$ cat src/rtl/sram_pkg.sv
// Shared types and defaults for the serial-load SRAM burst controller.
package sram_pkg;

  localparam int DEF_ROWS = 16;
  localparam int DEF_COLS = 8;
  localparam int ADDR_W   = $clog2(DEF_ROWS);

  typedef enum logic [1:0] {
    OP_WR  = 2'b00,
    OP_RD  = 2'b01,
    OP_BWR = 2'b10,
    OP_BRD = 2'b11
  } sram_op_e;

  typedef enum logic [2:0] {
    ST_IDLE,
    ST_LOAD,
    ST_SHIFT,
    ST_GAP,
    ST_WRITE,
    ST_READ,
    ST_WAIT_RD
  } ctrl_state_e;

  function automatic logic op_is_write(sram_op_e op);
    return (op == OP_WR) || (op == OP_BWR);
  endfunction

  function automatic logic op_is_burst(sram_op_e op);
    return (op == OP_BWR) || (op == OP_BRD);
  endfunction

endpackage

$ cat src/rtl/sram_serializer.sv
// Parallel-in serial-out shifter: LANES slices sent MSB first, each bit held SHIFT_DIV clocks.
module sram_serializer #(
  parameter int COLS      = 8,
  parameter int LANES     = 1,
  parameter int SHIFT_DIV = 2
) (
  input  logic             clk,
  input  logic             arst_n,
  input  logic             load,
  input  logic [COLS-1:0]  word,
  output logic [LANES-1:0] serial_in,
  output logic             shift,
  output logic             done
);

  localparam int W  = COLS / LANES;
  localparam int BW = (W > 1) ? $clog2(W) : 1;
  localparam int DW = (SHIFT_DIV > 1) ? $clog2(SHIFT_DIV) : 1;

  logic [COLS-1:0] word_q;
  logic            active;
  logic [BW-1:0]   bit_cnt;
  logic [DW-1:0]   div_cnt;
  logic            last_div;
  logic            last_bit;

  assign last_div = (div_cnt == DW'(SHIFT_DIV - 1));
  assign last_bit = (bit_cnt == BW'(W - 1));
  assign shift    = active;
  assign done     = active && last_div && last_bit;

  always_ff @(posedge clk or negedge arst_n) begin
    if (!arst_n) begin
      word_q  <= '0;
      active  <= 1'b0;
      bit_cnt <= '0;
      div_cnt <= '0;
    end else if (load) begin
      word_q  <= word;
      active  <= 1'b1;
      bit_cnt <= '0;
      div_cnt <= '0;
    end else if (active) begin
      if (last_div) begin
        div_cnt <= '0;
        if (last_bit) active <= 1'b0;
        else          bit_cnt <= bit_cnt + 1'b1;
      end else begin
        div_cnt <= div_cnt + 1'b1;
      end
    end
  end

  // The word is indexed rather than shifted, so each lane picks its slice MSB-down.
  always_comb begin
    serial_in = '0;
    for (int l = 0; l < LANES; l++) begin
      if (active) serial_in[l] = word_q[l*W + (W - 1) - int'(bit_cnt)];
    end
  end

endmodule

$ cat src/rtl/sram_burst_ctrl.sv
// Command-driven master for the serial-load SRAM: single/burst writes via the serializer, reads with timeout.
module sram_burst_ctrl
  import sram_pkg::*;
#(
  parameter int ROWS       = DEF_ROWS,
  parameter int COLS       = DEF_COLS,
  parameter int LANES      = 1,
  parameter int SHIFT_DIV  = 2,
  parameter int RD_TIMEOUT = 8
) (
  input  logic                    clk,
  input  logic                    arst_n,
  input  logic                    cmd_valid,
  output logic                    cmd_ready,
  input  logic [1:0]              cmd_op,
  input  logic [$clog2(ROWS)-1:0] cmd_addr,
  input  logic [$clog2(ROWS)-1:0] cmd_len,
  input  logic                    wr_valid,
  output logic                    wr_ready,
  input  logic [COLS-1:0]         wr_data,
  output logic [LANES-1:0]        serial_in,
  output logic                    shift,
  output logic                    w_en,
  output logic                    r_en,
  output logic [$clog2(ROWS)-1:0] addr,
  input  logic                    sram_data_valid,
  input  logic [COLS-1:0]         sram_data_out,
  output logic                    rd_valid,
  output logic [COLS-1:0]         rd_data,
  output logic [$clog2(ROWS)-1:0] rd_addr,
  output logic                    busy,
  output logic                    err_timeout,
  output logic [2:0]              dbg_state
);

  localparam int AW = $clog2(ROWS);
  localparam int RW = AW + 1;
  localparam int TW = $clog2(RD_TIMEOUT + 1);

  ctrl_state_e   state, state_nx;
  sram_op_e      op;
  logic [AW-1:0] addr_q;
  logic [RW-1:0] rem_q;
  logic [RW-1:0] cmd_rows;
  logic [TW-1:0] to_cnt;
  logic          ser_done;
  logic          last_row;
  logic          to_expire;
  logic          row_done;

  assign op        = sram_op_e'(cmd_op);
  assign cmd_rows  = !op_is_burst(op) ? RW'(1) :
                     (cmd_len == '0)  ? RW'(ROWS) : {1'b0, cmd_len};
  assign last_row  = (rem_q == RW'(1));
  assign to_expire = (to_cnt == TW'(RD_TIMEOUT - 1));
  assign row_done  = (state == ST_WRITE) || (state == ST_WAIT_RD && sram_data_valid);
  assign busy      = (state != ST_IDLE);
  assign addr      = addr_q;
  assign dbg_state = state;

  sram_serializer #(
    .COLS      (COLS),
    .LANES     (LANES),
    .SHIFT_DIV (SHIFT_DIV)
  ) u_ser (
    .clk       (clk),
    .arst_n    (arst_n),
    .load      (state == ST_LOAD && wr_valid),
    .word      (wr_data),
    .serial_in (serial_in),
    .shift     (shift),
    .done      (ser_done)
  );

  always_ff @(posedge clk or negedge arst_n) begin
    if (!arst_n) state <= ST_IDLE;
    else         state <= state_nx;
  end

  // Both ports transfer on a cycle where valid and ready are high together;
  // ready depends only on state, never on the matching valid.
  always_comb begin
    state_nx    = state;
    cmd_ready   = 1'b0;
    wr_ready    = 1'b0;
    w_en        = 1'b0;
    r_en        = 1'b0;
    err_timeout = 1'b0;
    unique case (state)
      ST_IDLE: begin
        cmd_ready = 1'b1;
        if (cmd_valid) state_nx = op_is_write(op) ? ST_LOAD : ST_READ;
      end
      ST_LOAD: begin
        wr_ready = 1'b1;
        if (wr_valid) state_nx = ST_SHIFT;
      end
      ST_SHIFT: if (ser_done) state_nx = ST_GAP;
      ST_GAP:   state_nx = ST_WRITE;
      ST_WRITE: begin
        w_en     = 1'b1;
        state_nx = last_row ? ST_IDLE : ST_LOAD;
      end
      ST_READ: begin
        r_en     = 1'b1;
        state_nx = ST_WAIT_RD;
      end
      ST_WAIT_RD: begin
        if (sram_data_valid) begin
          state_nx = last_row ? ST_IDLE : ST_READ;
        end else if (to_expire) begin
          err_timeout = 1'b1;
          state_nx    = ST_IDLE;
        end
      end
      default: state_nx = ST_IDLE;
    endcase
  end

  always_ff @(posedge clk or negedge arst_n) begin
    if (!arst_n) begin
      addr_q   <= '0;
      rem_q    <= '0;
      to_cnt   <= '0;
      rd_valid <= 1'b0;
      rd_data  <= '0;
      rd_addr  <= '0;
    end else begin
      rd_valid <= 1'b0;
      if (state == ST_IDLE && cmd_valid) begin
        addr_q <= cmd_addr;
        rem_q  <= cmd_rows;
      end
      // Address advances only between rows, so it holds through each row's strobe.
      if (row_done && !last_row) begin
        addr_q <= addr_q + 1'b1;
        rem_q  <= rem_q - 1'b1;
      end
      if (state == ST_READ)         to_cnt <= '0;
      else if (state == ST_WAIT_RD) to_cnt <= to_cnt + 1'b1;
      if (state == ST_WAIT_RD && sram_data_valid) begin
        rd_valid <= 1'b1;
        rd_data  <= sram_data_out;
        rd_addr  <= addr_q;
      end
    end
  end

endmodule

$ cat config.mk
export PLATFORM = sky130hd
export DESIGN_NAME = sram_burst_ctrl
export DESIGN_NICKNAME = d
export VERILOG_FILES = /design/src/rtl/sram_pkg.sv /design/src/rtl/sram_serializer.sv /design/src/rtl/sram_burst_ctrl.sv
export SDC_FILE = /design/constraint.sdc
export NUM_CORES = 1
export LEC_CHECK = 0
export CORE_MARGIN = 2
export CORE_UTILIZATION = 43
export CTS_BUF_LIST = sky130_fd_sc_hd__clkbuf_16
export DETAILED_ROUTE_END_ITERATION = 16
export GPL_TIMING_DRIVEN = 0
export PLACE_DENSITY = 0.75
export SYNTH_ARGS = -nofsm -noshare
export SYNTH_HDL_FRONTEND = slang
export SYNTH_HIERARCHICAL = 1
export SYNTH_SLANG_ARGS = --single-unit
$ cat constraint.sdc
create_clock -name clk -period 1.7 [get_ports clk]
set_input_delay 0.51 -clock clk [delete_from_list [all_inputs] [get_ports clk]]
set_output_delay 0.51 -clock clk [all_outputs]
set_load 0.01 [all_outputs]
==> impl_metrics.tcl, run 1 <==
set metrics [dict create \
    fp.dieW_um 74.4 \
    antenna_found_initial 0 \
    required_ns 1.19 \
    cp_top_family "flip-flops" \
    crit_path_end_kind "output port" \
    track_usage_pct 20.1 \
    rsz0062_at_grt "yes" \
    ys_seq_area_share_pct 49.3 \
    io_pins 59 \
    violations "setup timing" \
    power_density_nw_per_um2 1790 \
    path_buf_inv 2 \
    path_class "reg2out" \
    critPathSlowestCell "dfrtp_2" \
    vias_per_cell 5.24 \
    hold_buffers 0 \
    maxSlewViolCount 0 \
    start_util_pct 44.8 \
    setup_viol 15 \
    cts.sinks 42 \
    syn_nets 228 \
    htreeDepth 2 \
    wl_um 5910 \
    layout_setup_ws_ns -0.280 \
    max_freq_mhz 505 \
    die_area_um2 5530 \
    n_fill_cell 332 \
    place_ws_ns -0.712 \
    clkTransAtPathRegs_ns 0.06 \
    crit_path_max_fanout 4 \
    hold_viol 0 \
    yosysMostFrequentCell "dfrtp_1" \
    crit_path_start_kind "flop" \
    r2r-end "rem_q[4]" \
    synth_edf_count 0 \
    synth_top_area_share_pct 49.3 \
    drive_gt1_share_pct 41.8 \
    tightest_slew_ns 0.408 \
    synthArstFlopShare_pct 100 \
    ir_drop_mv 0.949 \
    timing.rr.start "dbg_state[0]" \
    synth_flop_cell "dfrtp_1" \
    cp.depth 5 \
    grt_pass1_wl_um 8320 \
    ys_seq_elements 42 \
    tns_ns -2.40 \
    drv_cap 0 \
    clk_root_buffer_cell "clkbuf_16" \
    numCtsBuffers 5 \
    drt-pass1-iter-count 4 \
    num_rows 25 \
    arrival_ns 1.47 \
    route.detailed.drc 0 \
    drt_iter0_drc 97 \
    cts_tree "yes" \
    gp_congestion 0.772 \
    path_cells "buf_4 > mux4_2 > nor2_1 > a311oi_1 > buf_2" \
    grt_overflow 0 \
    leakagePower_nw 1.69 \
    grt_max_degree 41 \
    hold_class "in2async" \
    yosys-top-cells-area "dfrtp_1 49%, mux2_2 10%, ha_1 3.5%" \
    maxSlewHeadroom_pct 72.6 \
    n_antenna_cell 0 \
    r2r_slack_ns -0.23 \
    synth_common_cells "42 x dfrtp_1, 19 x mux2_2, 15 x nor2_1" \
    grt_pass1_vias 1778 \
    outcome "complete, but fails checks" \
    die_h_um 74.4 \
    ff2ff_path_depth 7 \
    slowest_delay_ns 0.43 \
    area.growth.synth_to_final_pct 64.2 \
    syn_area_um2 2130 \
    post-route-min-period_ns 1.98 \
    wl_per_cell_um 16.5 \
    syn_inst 191 \
    clk-insertion-delay-late_ns 0.28 \
    min_period_over_period_pct 116 \
    detail-route-antenna-nets 0 \
    core_area_um2 4750 \
    cts_buffer_depth 2 \
    worst_clock_skew_ns 0.00333 \
    vias 1882 \
    synth.distinct_cells 47 \
    io_buffers 58 \
    dpl.hpwl_um 3300 \
    ys_warn_count 6 \
    fin_nets 328 \
    yosysTopAreaCell "dfrtp_1" \
    syn_avg_cell_area_um2 11.2 \
]
==> routing by layer <==
metal  vias to the layer above  routed length (µm)  GRT usage (%)
met5                         -                   0              0
met4                         0                 102           6.15
met1                       925                2460           26.1
li1                        897                   -              -
met2                        52                3090           32.8
met3                         8                 255           5.69
==> how the worst max path moves through the flow <==
| stage | slack, ns | end | start |
|---|---|---|---|
| 2_1_floorplan | 0.0006 | cmd_ready | dbg_state[1] |
| 3_3_place_gp | -1.0 | u_ser/word_q[7] | arst_n |
| 3_5_place_dp | -0.71 | err_timeout | sram_data_valid |
| 4_1_cts | -0.28 | serial_in | u_ser/bit_cnt[1] |
| 5_1_grt | -0.32 | err_timeout | dbg_state[0] |
| 6_report | -0.28 | serial_in | u_ser/bit_cnt[2] |
==> through the flow <==
| stage | total power [mW] | area [µm²] | std cells | utilization, % | hold slack [ns] |
|---|---|---|---|---|---|
| after floorplan | 3.29 | 2160 | 191 | - | 0.214 |
| after global placement | 4.26 | 2820 | 316 | 59.4 | 0.465 |
| after detailed placement | 4.33 | 2840 | 317 | 59.7 | 0.320 |
| after CTS | 5.70 | 3230 | 345 | 68.0 | 0.0199 |
| after global routing | 6.63 | 3500 | 359 | 73.6 | 0.0216 |
| final | 6.25 | 3500 | 359 | 73.6 | 0.0207 |
==> cell families (layout without fill, tap and decap cells) <==
logic type,after synthesis,in the layout,share of synthesized area (%)
xor+xnor,2,2,0.822
flops,42,42,49.3
fa+ha+maj,6,6,3.52
simple gates,54,54,15.1
compound gates,44,44,14.3
buf+inv,19,120,3.70
mux,24,24,13.2
==> placed cells by master (no fill, tap or decap), drive strengths merged, types with 3 or more instances in the layout <==
cell type,instances
a21oi,9
a311oi,3
a31o,3
and3,3
buf,50
clkbuf,8
clkdlybuf4s50,29
dfrtp,42
dlygate4sd2,10
dlymetal6s2s,9
ha,6
inv,11
mux2,19
mux2i,4
nand2,11
nand2b,3
nor2,15
nor3b,3
nor4b,3
o21ai,15
==> timing repair <==
action | CTS | global route
setup buffers | 20 | 18
pin swaps | 12 | 13
gates resized for setup | 83 | 54
endpoints found under the setup margin | 38 | 37
==> flip-flops by register name (all words and copies together), names as in the netlist, 3 cells and up <==
| register | cells |
|---|---|
| u_ser/bit_cnt | 3 |
| rem_q | 5 |
| addr | 4 |
| u_ser/word_q | 8 |
| rd_addr | 4 |
| dbg_state | 3 |
| rd_data | 8 |
| to_cnt | 4 |
==> worst register-to-register path, cell delays in order (launching register included) <==
cell and delay, ns:
dfrtp_1 0.40, buf_4 0.15, buf_6 0.11, buf_6 0.11
or4b_4 0.58, o31ai_4 0.16, o21ai_2 0.11, a221oi_2 0.24
==> where the power goes <==
group | leakage, nW | total, mW | switching [mW] | internal, mW
logic | 1.11 | 3.44 | 1.46 | 1.98
clock network | 0.0698 | 0.936 | 0.392 | 0.543
registers | 0.507 | 1.87 | 0.407 | 1.47
total | 1.69 | 6.25 | 2.26 | 3.99
==> final cells by class <==
cell class	instances	area, µm²	share of cell area [%]
inverters	11	41.3	1.18
multi-input cells	130	1200	34.2
flip-flops and latches	42	1060	30.2
plain buffers	7	88.8	2.54
well taps	67	83.8	2.40
clock inverters	3	21.3	0.608
repair buffers	94	883	25.3
clock buffers	5	125	3.58
Note: power is estimated with default switching activity, not from simulation.
==> run 2: changes to the inputs <==
--- a/config.mk
+++ b/config.mk
@@ -15,3 +15,4 @@
 export SYNTH_HDL_FRONTEND = slang
 export SYNTH_HIERARCHICAL = 1
 export SYNTH_SLANG_ARGS = --single-unit
+export TNS_END_PERCENT = 50
==> impl_metrics.tcl, run 2 (synthesized netlist as in run 1, its figures left out) <==
set metrics [dict create \
    fin_nets 319 \
    cts_buffer_depth 2 \
    n_fill_cell 352 \
    dpl.hpwl_um 3330 \
    maxSlewHeadroom_pct 69.3 \
    detail-route-antenna-nets 0 \
    fp.dieW_um 74.4 \
    grt_pass1_wl_um 8020 \
    min_period_over_period_pct 120 \
    cp_common_cell "buf_6" \
    crit_path_start_kind "flop" \
    hold_viol 0 \
    violations "setup timing" \
    drt-pass1-iter-count 4 \
    arrival_ns 1.53 \
    clk_root_buffer_cell "clkbuf_16" \
    crit_path_max_fanout 3 \
    die_area_um2 5530 \
    cts_tree "yes" \
    drive_gt1_share_pct 38.5 \
    tns_ns -4.00 \
    maxSlewViolCount 0 \
    grt_overflow 0 \
    multiInputGateArea_um2 1150 \
    n_antenna_cell 0 \
    register_area_um2 1060 \
    critPathSlowestCell "dfrtp_2" \
    slowest_delay_ns 0.41 \
    grt_pass1_vias 1739 \
    antenna_found_initial 0 \
    final_cell_mix "38 x dfrtp_1, 33 x clkdlybuf4s50_1, 16 x buf_6, 16 x buf_4, 15 x mux2_2" \
    vias 1855 \
    top_regs "rd_data: 8 flops, u_ser/word_q: 8 flops, rem_q: 5 flops" \
    post-route-min-period_ns 2.04 \
    hold_buffers 0 \
    area.growth.synth_to_final_pct 58.4 \
    drv_cap 0 \
    wl_um 5350 \
    drt_iter0_drc 123 \
    io_pins 59 \
    path_class "reg2out" \
    vias_per_cell 5.30 \
    clkTransAtPathRegs_ns 0.06 \
    final_cells 350 \
    num_rows 25 \
    max_freq_mhz 489 \
    gp_congestion 0.762 \
    wl_per_cell_um 15.3 \
    place_inst 317 \
    io_buffers 58 \
    track_usage_pct 19.3 \
    tightest_slew_ns 0.458 \
    required_ns 1.19 \
    crit_path_end_kind "output port" \
    leakagePower_nw 1.59 \
    cts.sinks 42 \
    path_cells "buf_6 > and3b_1 > buf_6 > nand2_4 > nor4b_2 > buf_2" \
    rsz0062_at_grt "yes" \
    core_area_um2 4750 \
    power_density_nw_per_um2 1780 \
    htreeDepth 2 \
    layout_setup_ws_ns -0.343 \
    hold_class "in2async" \
    route.detailed.drc 0 \
    setup_viol 26 \
    clk-insertion-delay-late_ns 0.28 \
    die_h_um 74.4 \
    worst_clock_skew_ns 0.00266 \
    outcome "complete, but fails checks" \
    grt_max_degree 41 \
    ir_drop_mv 1.01 \
    final_common_cell "dfrtp_1" \
    start_util_pct 44.8 \
    numCtsBuffers 5 \
]
[run 2: metal layers]
metal / wire, µm / GRT usage [%]
met1: 2390 / 25.2
met2: 2690 / 31.5
met3: 200 / 3.79
met4: 76 / 7.94
met5: 0 / 0
[run 2: area by class of cell]
type / instances / share of cell area, %
Multi-Input combinational cell: 130 / 34.1
Clock buffer: 5 / 3.71
Sequential cell: 42 / 31.3
Timing Repair Buffer: 85 / 24.2
Tap cell: 67 / 2.48
Clock inverter: 3 / 0.334
Inverter: 11 / 1.22
Buffer: 7 / 2.63
[run 2: worst max-delay path: cells and delay by family (launching register included)]
family,cells,cell delay [ns]
buffers and inverters,3,0.39
DFF,1,0.41
and+or+nand+nor,3,0.46
[run 2: repair_timing]
action	in CTS	in global routing
buffers inserted	11	15
setup endpoints to repair	36	41
gates resized for setup	75	49
pin swaps	7	11
[run 2: final timing paths]
path / endpoint / depth (start not counted) / from / slack (ns)
min in group clk: rd_addr[3] / 2 / rd_addr[3] / 0.47
worst max register to register: addr[0] / 7 / dbg_state[0] / -0.23
worst min-delay path: rem_q[0] / 1 / arst_n / 0.03
worst max-delay path: err_timeout / 6 / dbg_state[0] / -0.34
worst min register to register: rd_addr[3] / 2 / rd_addr[3] / 0.47
max in group asynchronous: dbg_state[1] / 2 / arst_n / 1.24
[run 2: power breakdown]
part / switching [mW] / internal [mW]
clock: 0.348 / 0.528
combinational: 1.38 / 1.88
sequential: 0.391 / 1.47
total: 2.12 / 3.88
[run 2: per-stage QoR]
| step | utilization (%) | instance area (µm²) | power, mW | hold slack, ns | worst slack, ns |
|---|---|---|---|---|---|
| after detailed placement | 59.7 | 2840 | 4.34 | 0.324 | -0.693 |
| final | 71.0 | 3370 | 6.00 | 0.0297 | -0.343 |
| after CTS | 66.2 | 3150 | 5.52 | 0.0246 | -0.336 |
| after global routing | 71.0 | 3370 | 6.43 | 0.0200 | -0.416 |
| after global placement | 59.4 | 2820 | 4.26 | 0.466 | -0.990 |
| after floorplan | - | 2160 | 3.29 | 0.214 | -0.0272 |
==> run 3: changes to the inputs <==
==> constraint.sdc (replaced) <==
create_clock -name clk -period 1.7 [get_ports clk]
set_input_delay 0.51 -clock clk [delete_from_list [all_inputs] [get_ports clk]]
set_output_delay 0.51 -clock clk [all_outputs]
set_load 0.02 [all_outputs]
==> impl_metrics.tcl, run 3 (synthesized netlist as in run 1, its figures left out) <==
set metrics [dict create \
    outcome "complete, but fails checks" \
    violations "setup timing" \
    register_area_um2 1060 \
    grt_overflow 0 \
    cp.depth 4 \
    comb_power_share_pct 54.2 \
    num_rows 25 \
    n_antenna_cell 0 \
    use_met2_pct 29.2 \
    path_buf_inv 1 \
    wl_per_cell_um 15.4 \
    crit_path_end_kind "output port" \
    clk_root_buffer_cell "clkbuf_16" \
    start_util_pct 44.8 \
    power_density_nw_per_um2 1890 \
    maxSlewViolCount 0 \
    critPathSlowestCell "dfrtp_2" \
    use_met3_pct 4.61 \
    antenna_found_initial 0 \
    crit_path_start_kind "flop" \
    tightest_slew_ns 0.457 \
    use_met1_pct 25.6 \
    place_ws_ns -0.793 \
    internal_power_mw 3.99 \
    gp_congestion 0.758 \
    arrival_ns 1.50 \
    ff2ff_path_depth 6 \
    htreeDepth 2 \
    vias_per_cell 5.23 \
    route.detailed.drc 0 \
    io_pins 59 \
    path_cells "mux2_2 > o31ai_4 > a311oi_2 > buf_4" \
    die_area_um2 5530 \
    setup_viol 18 \
    clkTransAtPathRegs_ns 0.06 \
    crit_path_start "u_ser/bit_cnt[2]" \
    leakagePower_nw 1.57 \
    max_freq_mhz 496 \
    dpl.hpwl_um 3290 \
    drt_iter0_drc 71 \
    fp.dieW_um 74.4 \
    endpoint "serial_in" \
    clk-insertion-delay-late_ns 0.28 \
    numCtsBuffers 5 \
    power_mw 6.42 \
    ir_drop_mv 0.980 \
    p_sw_mw 2.43 \
    p_clk_share_pct 16.9 \
    detail-route-antenna-nets 0 \
    cp_top_family "flip-flops" \
    multiInputGateArea_um2 1180 \
    required_ns 1.19 \
    cts.sinks 42 \
    timing.rr.start "dbg_state[2]" \
    worst_clock_skew_ns 0.00165 \
    r2r_slack_ns -0.09 \
    path_class "reg2out" \
    drv_cap 0 \
    holdWs_ns 0.0266 \
    layout_setup_ws_ns -0.315 \
    cts_tree "yes" \
    final_common_cell "dfrtp_1" \
    tns_ns -1.68 \
    drt-pass1-iter-count 4 \
    post-route-min-period_ns 2.01 \
    maxSlewHeadroom_pct 69.4 \
    n_fill_cell 364 \
    r2r-end "rem_q[2]" \
    hold_class "in2async" \
    track_usage_pct 19.0 \
    slowest_delay_ns 0.42 \
    grt_pass1_vias 1717 \
    area.growth.synth_to_final_pct 59.6 \
    cts_buffer_depth 2 \
    fin_nets 319 \
    hold_viol 0 \
    vias 1831 \
    core_area_um2 4750 \
    wl_um 5380 \
    seqPwrFrac_pct 29.0 \
    grt_max_degree 41 \
    final_cell_mix "38 x dfrtp_1, 27 x clkdlybuf4s50_1, 22 x buf_4, 21 x dlygate4sd2_1, 15 x buf_6" \
    switching_share_pct 37.8 \
    rsz0062_at_grt "yes" \
    grt_pass1_wl_um 8020 \
    top_usage_layer "met2" \
    min_period_over_period_pct 119 \
    io_buffers 58 \
    top_regs "rd_data: 8 flops, u_ser/word_q: 8 flops, rem_q: 5 flops" \
    drive_gt1_share_pct 38.9 \
    crit_path_max_fanout 5 \
    die_h_um 74.4 \
]
-- run 3: changes by cell type in the layout (fill, tap and decap cells not counted), sizes merged --
cell / before / now
bufinv: 0 / 1
inv: 11 / 12
clkdlybuf4s50: 33 / 27
dlymetal6s2s: 7 / 0
clkinv: 3 / 1
dlygate4sd2: 8 / 21
-- run 3: power groups by stage --
stage | Sequential, mW | Clock, mW | Combinational, mW
5_1_grt | 1.92 | 1.15 | 3.74
4_1_cts | 1.83 | 1.11 | 3.12
6_report | 1.86 | 1.08 | 3.48
2_1_floorplan | 2.07 | 0 | 1.52
3_3_place_gp | 1.85 | 0 | 2.72
3_5_place_dp | 1.87 | 0 | 2.78
-- run 3: final cells by class --
cell class,instances,area share (%)
sequential,42,31.1
clock buffer,5,3.68
tap,67,2.47
inverter,11,1.29
clock inverter,3,1.29
timing repair buffer,86,23.4
multi-input combinational,130,34.6
buffer,6,2.28
-- run 3: metrics by stage --
stage               utilization [%]  cells  instance area, µm²
detailed placement             60.2    317                2860
global placement               59.9    316                2850
finish                         71.5    350                3400
floorplan                         -    191                2180
CTS                            68.5    342                3260
global route                   71.5    350                3400
-- run 3: repair_timing --
action	in CTS	in global routing
hold endpoints to repair	0	0
hold buffers	0	0
pin swaps	7	11
setup endpoints to repair	49	26
setup buffers	17	10
gates resized for setup	97	31
-- run 3: worst min path at each step --
stage / to / slack (ns) / depth (start not counted)
after floorplan: addr[0] / 0.21 / 0
after global placement: rd_addr[3] / 0.46 / 2
after detailed placement: rem_q[0] / 0.32 / 1
after CTS: rem_q[0] / 0.02 / 1
after global routing: rem_q[0] / 0.02 / 1
final: rem_q[0] / 0.03 / 1
-- run 3: per-layer routing --
layer / vias up / part of all wire, %
met4: 0 / 1.3
met3: 6 / 5.2
li1: 874 / -
met2: 65 / 51
met1: 886 / 43
met5: - / 0
